[src/rtl/dbg_breakpoints_if.sv]
`default_nettype none
// ============================================================================
// Module   : dbg_breakpoints_if
// Purpose  : Control, compare and read-back bundle of the breakpoint unit.
//            Watchpoint signals exist only when BP_WATCH_EN is defined.
// Revision : 1.0
// ============================================================================
interface dbg_breakpoints_if #(
  parameter int NUM_BP = 4,
  parameter int ADDR_W = 16,
  parameter int SW_W   = 8
);
  localparam int BYTES = (ADDR_W + SW_W - 1) / SW_W;
  localparam int ID_W  = (NUM_BP > 1) ? $clog2(NUM_BP) : 1;
  localparam int LB_W  = $clog2(BYTES) + 1;

  logic              load;
  logic [SW_W-1:0]   sw;
  logic              clr;
  logic [ADDR_W-1:0] pc;
  logic              pc_valid;
  logic              cont;
  logic [ID_W-1:0]   dbg_sel;
  logic              hit;
  logic [ID_W-1:0]   hit_id;
  logic [ID_W-1:0]   load_slot;
  logic [LB_W-1:0]   load_byte;
  logic [ADDR_W-1:0] dbg_addr;
  logic              dbg_valid;
`ifdef BP_WATCH_EN
  logic [ADDR_W-1:0] mem_a;
  logic              mem_rd;
  logic              mem_wr;
  logic [1:0]        hit_kind;
`endif

  modport master (
    output load, sw, clr, pc, pc_valid, cont, dbg_sel,
`ifdef BP_WATCH_EN
    output mem_a, mem_rd, mem_wr,
    input  hit_kind,
`endif
    input  hit, hit_id, load_slot, load_byte, dbg_addr, dbg_valid
  );

  modport slave (
    input  load, sw, clr, pc, pc_valid, cont, dbg_sel,
`ifdef BP_WATCH_EN
    input  mem_a, mem_rd, mem_wr,
    output hit_kind,
`endif
    output hit, hit_id, load_slot, load_byte, dbg_addr, dbg_valid
  );
endinterface
`default_nettype wire

[src/rtl/dbg_breakpoints.sv]
`default_nettype none
// ============================================================================
// Module   : dbg_breakpoints
// Purpose  : NUM_BP switch-loaded breakpoint slots with sticky halt request.
//            Define BP_WATCH_EN to add read/write data watchpoints.
// Revision : 1.0
// ============================================================================
module dbg_breakpoints #(
  parameter int NUM_BP = 4,
  parameter int ADDR_W = 16,
  parameter int SW_W   = 8
) (
  input  logic             clk,
  input  logic             rst,
  dbg_breakpoints_if.slave bp_io
);
  localparam int BYTES = (ADDR_W + SW_W - 1) / SW_W;
  localparam int ID_W  = (NUM_BP > 1) ? $clog2(NUM_BP) : 1;
  localparam int LB_W  = $clog2(BYTES) + 1;
  localparam logic [1:0] MODE_EXEC  = 2'b01;
`ifdef BP_WATCH_EN
  localparam logic [1:0] MODE_READ  = 2'b10;
  localparam logic [1:0] MODE_WRITE = 2'b11;
`endif

  typedef enum logic [1:0] {SEQ_B0 = 2'd0, SEQ_BN = 2'd1, SEQ_BM = 2'd2} seq_e;

  logic [NUM_BP-1:0][ADDR_W-1:0] addr_q, addr_d;
  logic [NUM_BP-1:0]             valid_q, valid_d;
  logic [ID_W-1:0]               load_slot_q, load_slot_d;
  logic [LB_W-1:0]               load_byte_q, load_byte_d;
  logic                          hit_q, hit_d;
  logic [ID_W-1:0]               hit_id_q, hit_id_d;
`ifdef BP_WATCH_EN
  logic [NUM_BP-1:0][1:0]        mode_q, mode_d;
  logic [1:0]                    hit_kind_q, hit_kind_d;
  logic [1:0]                    kind_w;
`endif

  seq_e              seq_w;
  logic              last_w;
  logic [NUM_BP-1:0] match_w;
  logic              any_w;
  logic [ID_W-1:0]   first_w;

  // The load pointer is the sequencer state; classify it into its step kind.
  always_comb begin
    seq_w = SEQ_BN;
    if (load_byte_q == '0) seq_w = SEQ_B0;
`ifdef BP_WATCH_EN
    if (load_byte_q == LB_W'(BYTES)) seq_w = SEQ_BM;
    last_w = (seq_w == SEQ_BM);
`else
    last_w = (load_byte_q == LB_W'(BYTES - 1));
`endif
  end

  always_comb begin
    addr_d      = addr_q;
    valid_d     = valid_q;
    load_slot_d = load_slot_q;
    load_byte_d = load_byte_q;
`ifdef BP_WATCH_EN
    mode_d      = mode_q;
`endif
    if (bp_io.clr) begin
      valid_d     = '0;
      load_slot_d = '0;
      load_byte_d = '0;
    end else if (bp_io.load) begin
      for (int s = 0; s < NUM_BP; s++) begin
        if (load_slot_q == ID_W'(s)) begin
          for (int b = 0; b < ADDR_W; b++) begin
            if (b / SW_W == int'(load_byte_q)) addr_d[s][b] = bp_io.sw[b % SW_W];
          end
          if (seq_w == SEQ_B0) valid_d[s] = 1'b0;
`ifdef BP_WATCH_EN
          if (seq_w == SEQ_BM) begin
            mode_d[s]  = bp_io.sw[1:0];
            valid_d[s] = |bp_io.sw[1:0];
          end
`else
          if (last_w) valid_d[s] = 1'b1;
`endif
        end
      end
      if (last_w) begin
        load_byte_d = '0;
        load_slot_d = (load_slot_q == ID_W'(NUM_BP - 1)) ? '0 : load_slot_q + ID_W'(1);
      end else begin
        load_byte_d = load_byte_q + LB_W'(1);
      end
    end
  end

  for (genvar i = 0; i < NUM_BP; i++) begin : g_slot
    logic pc_hit;
    assign pc_hit = bp_io.pc_valid && (bp_io.pc == addr_q[i]);
`ifdef BP_WATCH_EN
    logic mem_hit;
    assign mem_hit = (bp_io.mem_a == addr_q[i]) &&
                     ((mode_q[i] == MODE_READ  && bp_io.mem_rd) ||
                      (mode_q[i] == MODE_WRITE && bp_io.mem_wr));
    assign match_w[i] = valid_q[i] && ((mode_q[i] == MODE_EXEC && pc_hit) || mem_hit);
`else
    assign match_w[i] = valid_q[i] && pc_hit;
`endif
  end

  // Descending scan so the lowest matching slot is the one left standing.
  always_comb begin
    any_w   = 1'b0;
    first_w = '0;
`ifdef BP_WATCH_EN
    kind_w  = MODE_EXEC;
`endif
    for (int i = NUM_BP - 1; i >= 0; i--) begin
      if (match_w[i]) begin
        any_w   = 1'b1;
        first_w = ID_W'(i);
`ifdef BP_WATCH_EN
        kind_w  = mode_q[i];
`endif
      end
    end
  end

  always_comb begin
    hit_d    = hit_q;
    hit_id_d = hit_id_q;
`ifdef BP_WATCH_EN
    hit_kind_d = hit_kind_q;
`endif
    if (any_w && (!hit_q || bp_io.cont)) begin
      hit_d    = 1'b1;
      hit_id_d = first_w;
`ifdef BP_WATCH_EN
      hit_kind_d = kind_w;
`endif
    end else if (bp_io.cont) begin
      hit_d = 1'b0;
    end
  end

  always_comb begin
    bp_io.dbg_addr  = '1;
    bp_io.dbg_valid = 1'b0;
    for (int i = 0; i < NUM_BP; i++) begin
      if (bp_io.dbg_sel == ID_W'(i)) begin
        bp_io.dbg_addr  = addr_q[i];
        bp_io.dbg_valid = valid_q[i];
      end
    end
  end

  always_ff @(posedge clk) begin
    if (rst) begin
      addr_q      <= '1;
      valid_q     <= '0;
      load_slot_q <= '0;
      load_byte_q <= '0;
      hit_q       <= 1'b0;
      hit_id_q    <= '0;
`ifdef BP_WATCH_EN
      mode_q      <= {NUM_BP{MODE_EXEC}};
      hit_kind_q  <= '0;
`endif
    end else begin
      addr_q      <= addr_d;
      valid_q     <= valid_d;
      load_slot_q <= load_slot_d;
      load_byte_q <= load_byte_d;
      hit_q       <= hit_d;
      hit_id_q    <= hit_id_d;
`ifdef BP_WATCH_EN
      mode_q      <= mode_d;
      hit_kind_q  <= hit_kind_d;
`endif
    end
  end

  assign bp_io.hit       = hit_q;
  assign bp_io.hit_id    = hit_id_q;
  assign bp_io.load_slot = load_slot_q;
  assign bp_io.load_byte = load_byte_q;
`ifdef BP_WATCH_EN
  assign bp_io.hit_kind  = hit_kind_q;
`endif
endmodule
`default_nettype wire

[src/flat_wrapper.sv]
// flat-port wrapper written by rule: the top's interface ports become plain ports
module dbg_breakpoints_flat 
#(
  parameter int NUM_BP = 4,
  parameter int ADDR_W = 16,
  parameter int SW_W   = 8
)
  (clk, rst, bp_io_load, bp_io_sw, bp_io_clr, bp_io_pc, bp_io_pc_valid, bp_io_cont, bp_io_dbg_sel, bp_io_hit, bp_io_hit_id, bp_io_load_slot, bp_io_load_byte, bp_io_dbg_addr, bp_io_dbg_valid);
  dbg_breakpoints_if #(.NUM_BP(NUM_BP), .ADDR_W(ADDR_W), .SW_W(SW_W)) bp_io_i ();
  input  logic clk;
  input  logic rst;
  input wire logic [$bits(bp_io_i.load)-1:0] bp_io_load;
  input wire logic [$bits(bp_io_i.sw)-1:0] bp_io_sw;
  input wire logic [$bits(bp_io_i.clr)-1:0] bp_io_clr;
  input wire logic [$bits(bp_io_i.pc)-1:0] bp_io_pc;
  input wire logic [$bits(bp_io_i.pc_valid)-1:0] bp_io_pc_valid;
  input wire logic [$bits(bp_io_i.cont)-1:0] bp_io_cont;
  input wire logic [$bits(bp_io_i.dbg_sel)-1:0] bp_io_dbg_sel;
  output wire logic [$bits(bp_io_i.hit)-1:0] bp_io_hit;
  output wire logic [$bits(bp_io_i.hit_id)-1:0] bp_io_hit_id;
  output wire logic [$bits(bp_io_i.load_slot)-1:0] bp_io_load_slot;
  output wire logic [$bits(bp_io_i.load_byte)-1:0] bp_io_load_byte;
  output wire logic [$bits(bp_io_i.dbg_addr)-1:0] bp_io_dbg_addr;
  output wire logic [$bits(bp_io_i.dbg_valid)-1:0] bp_io_dbg_valid;
  assign bp_io_i.load = bp_io_load;
  assign bp_io_i.sw = bp_io_sw;
  assign bp_io_i.clr = bp_io_clr;
  assign bp_io_i.pc = bp_io_pc;
  assign bp_io_i.pc_valid = bp_io_pc_valid;
  assign bp_io_i.cont = bp_io_cont;
  assign bp_io_i.dbg_sel = bp_io_dbg_sel;
  assign bp_io_hit = bp_io_i.hit;
  assign bp_io_hit_id = bp_io_i.hit_id;
  assign bp_io_load_slot = bp_io_i.load_slot;
  assign bp_io_load_byte = bp_io_i.load_byte;
  assign bp_io_dbg_addr = bp_io_i.dbg_addr;
  assign bp_io_dbg_valid = bp_io_i.dbg_valid;
  dbg_breakpoints #(.NUM_BP(NUM_BP), .ADDR_W(ADDR_W), .SW_W(SW_W)) u_core (.clk(clk), .rst(rst), .bp_io(bp_io_i));
endmodule
[config.mk]
export PLATFORM = sky130hd
export DESIGN_NAME = dbg_breakpoints_flat
export DESIGN_NICKNAME = d
export VERILOG_FILES = /design/src/rtl/dbg_breakpoints_if.sv /design/src/rtl/dbg_breakpoints.sv /design/src/flat_wrapper.sv
export SDC_FILE = /design/constraint.sdc
export NUM_CORES = 1
export LEC_CHECK = 0
export CAP_MARGIN = 30
export CORE_MARGIN = 4
export CORE_UTILIZATION = 55
export CTS_CLUSTER_DIAMETER = 80
export DETAILED_ROUTE_END_ITERATION = 10
export HOLD_SLACK_MARGIN = 0.02
export PLACE_DENSITY = 0.8
export SLEW_MARGIN = 20
export SYNTH_ARGS = -nofsm -noshare
export SYNTH_HDL_FRONTEND = slang
export SYNTH_SLANG_ARGS = --single-unit
[constraint.sdc]
create_clock -name clk -period 5.5 [get_ports clk]
set_input_delay 1.375 -clock clk [delete_from_list [all_inputs] [get_ports clk]]
set_output_delay 1.375 -clock clk [all_outputs]
set_load 0.01 [all_outputs]
==> run metrics <==
outcome=finished, final reports clean; Yosys cell types=36; min cycle time layout=4.63 ns; Arrival @ worst endpoint=3.26 ns; core area=0.00721 sq mm; worst-case clock skew=0.00953 ns; Synth async-reset ratio=0%; RSZ-0062 raised after global routing=no; Tcrit/Tclk final=84.2%; Starting DRT DRC Count=391; Worst R2R Setup Slack=3.06 ns; Slew headroom=57.6%; Place WS=0.877 ns; Crit Path Category=in2out; H-tree depth=3; Synth Register Bits=75; pwr/cell area=235 mW/mm^2; Diodes inserted=0; pin count of the biggest net entering global routing=38; num ports=56; P&R area growth vs syn=19.7%; HPWL Detailed=8310 microns; first-pass GRT wire length=18500 microns; height of the die=94.1 microns; DR pass1 iterations=5; Peak VDD IR=165 uV; static leakage=1.85 nW; DR vias=3540; clk sinks=75; Max-Cap Viols=0; vias in the first global route=3425; top-area cell type share of the netlist area=36.9%; share of post-route cells with drive strength above 1=9.19%; Overflow after GRT=0; post-cts gate resize count=0; clk buf depth=2; DR vias/cell=6.12; Initial Util=56.5%; Post-CTS Hold Fix Bufs=0; CTS buffer count=9; dominant cells by area after synthesis=dfxtp_1 37%, mux4_2 9.4%, xor2_1 8.0%, nand2_1 7.5%, a211o_1 6.9%; Fin. Hold Viols=0; critical path required time=4.12 ns; worst-skew pair later-pin latency=0.35 ns; Worst-Margin Slew=0.634 ns; Achievable Freq=216 MHz; most frequently used flop master after synthesis=dfxtp_1; Post-CTS Setup Repair Bufs=0; CTS tree=yes; Post-synth top cells=81 x nand2_1, 75 x dfxtp_1, 37 x xor2_1; crit-path max FO=17; count leader, synth=nand2_1; RePlAce Congestion=0.947; CTS clock-pin slew for the worst setup and hold paths=0.08 ns; Total Negative Setup Slacks=0 ns; startpoint types=primary input; DIE WIDTH=94.1 microns; Setup violations, final=0; Gate Count Post-Synth=432; DRC=0; Avg WL per Cell=20.3 microns; Core Rows=31; Root Driver=clkbuf_8; final worst slack=0.868 ns; area leader, netlist=dfxtp_1; EDFF count, synth=0; Layout Nets=510; Avg Inst Size Synth=9.43 sq um; initial antenna violation count=0; sequential-to-total area share from yosys stat=36.9%; port buffer count=55; Synth Warn #=0; Hold Crit Class=reg2reg; Final Power=1.15 mW; Setup crit end kind=output pin; total die area=0.00885 sq mm; final WL=11700 microns; Post-DRT Antenna Nets=0; post-synth net total=468; Final Slew Violations=0; Post-Syn Area=0.00407 sq mm; Tot GR Track Use=27.7%
layer usage:
| metal | vias up | routed length, microns | global-route usage [%] |
|---|---|---|---|
| met2 | 177 | 5510 | 44.1 |
| met4 | 0 | 384 | 11.3 |
| li1 | 1616 | - | - |
| met3 | 31 | 885 | 4.89 |
| met1 | 1716 | 4950 | 37.1 |
| met5 | - | 0 | 0 |
metrics by stage:
step                hold slack, ns  utilization [%]  cell area [sq um]  instances
floorplan                    0.446                -               4070        432
global placement             0.432             64.4               4650        561
detailed placement           0.465             64.7               4670        562
CTS                          0.479             67.6               4880        578
global route                 0.488             67.6               4880        578
finish                       0.470             67.6               4880        578
logic make-up after synthesis:
kind of cell | after synthesis | synth area share (%)
adder cells (fa/ha/maj) | 4 | 1.23
flip-flops | 75 | 36.9
AND/OR/NAND/NOR | 195 | 26.0
AO/OA/AOI/OAI | 44 | 8.94
multiplexers | 20 | 10.1
XOR/XNOR | 65 | 14.0
buffers and inverters | 29 | 2.92
critical path, stage by stage:
cell and delay (ns):
clkdlybuf4s50_1 0.45, buf_4 0.33, mux4_2 0.59, clkdlybuf4s50_1 0.50
cell type report:
cell class                 instances  area [sq um]
multi-input combinational        328          2450
fill                             582          2340
sequential                        75          1500
timing repair buffer              58           581
clock buffer                      11           131
tap                               99           124
clock inverter                     5          77.6
inverter                           2          7.51
state kept, by name, indices dropped and copies added (netlist names):
| register | cells |
|---|---|
| u_core.bp_io.load_byte | 2 |
| u_core.bp_io.hit_id | 2 |
| u_core.valid_q | 4 |
| u_core.bp_io.hit | 1 |
| u_core.bp_io.load_slot | 2 |
| u_core.addr_q | 64 |
path summary, 6_finish.rpt:
kind | start | end | cells after the start
min | u_core.bp_io.load_byte[1] | u_core.bp_io.load_byte[1] | 2
max | bp_io_dbg_sel[0] | bp_io_dbg_addr[7] | 4
min reg2reg | u_core.bp_io.load_byte[1] | u_core.bp_io.load_byte[1] | 2
max reg2reg | u_core.bp_io.load_byte[1] | u_core.addr_q[61] | 5
where the power goes:
part	switching (mW)	internal (mW)	total, mW
Combinational	0.0688	0.0612	0.130
Clock	0.205	0.254	0.459
Sequential	0.00759	0.549	0.557
Total	0.281	0.865	1.15
placed cells by master, fill, tap and decap left out, drive strengths merged, types with 5 or more instances in the layout:
cell | Yosys | layout
a211o | 32 | 32
a21oi | 6 | 6
and2 | 5 | 5
and3 | 33 | 33
clkbuf | 18 | 11
clkdlybuf4s50 | 0 | 54
dfxtp | 75 | 75
mux4 | 17 | 17
nand2 | 82 | 82
nand3 | 7 | 7
nand3b | 32 | 32
nand4 | 8 | 8
nor2 | 8 | 8
nor3 | 6 | 6
nor4 | 8 | 8
xnor2 | 28 | 28
xor2 | 37 | 37
Note: power is estimated with default switching activity, not from simulation.
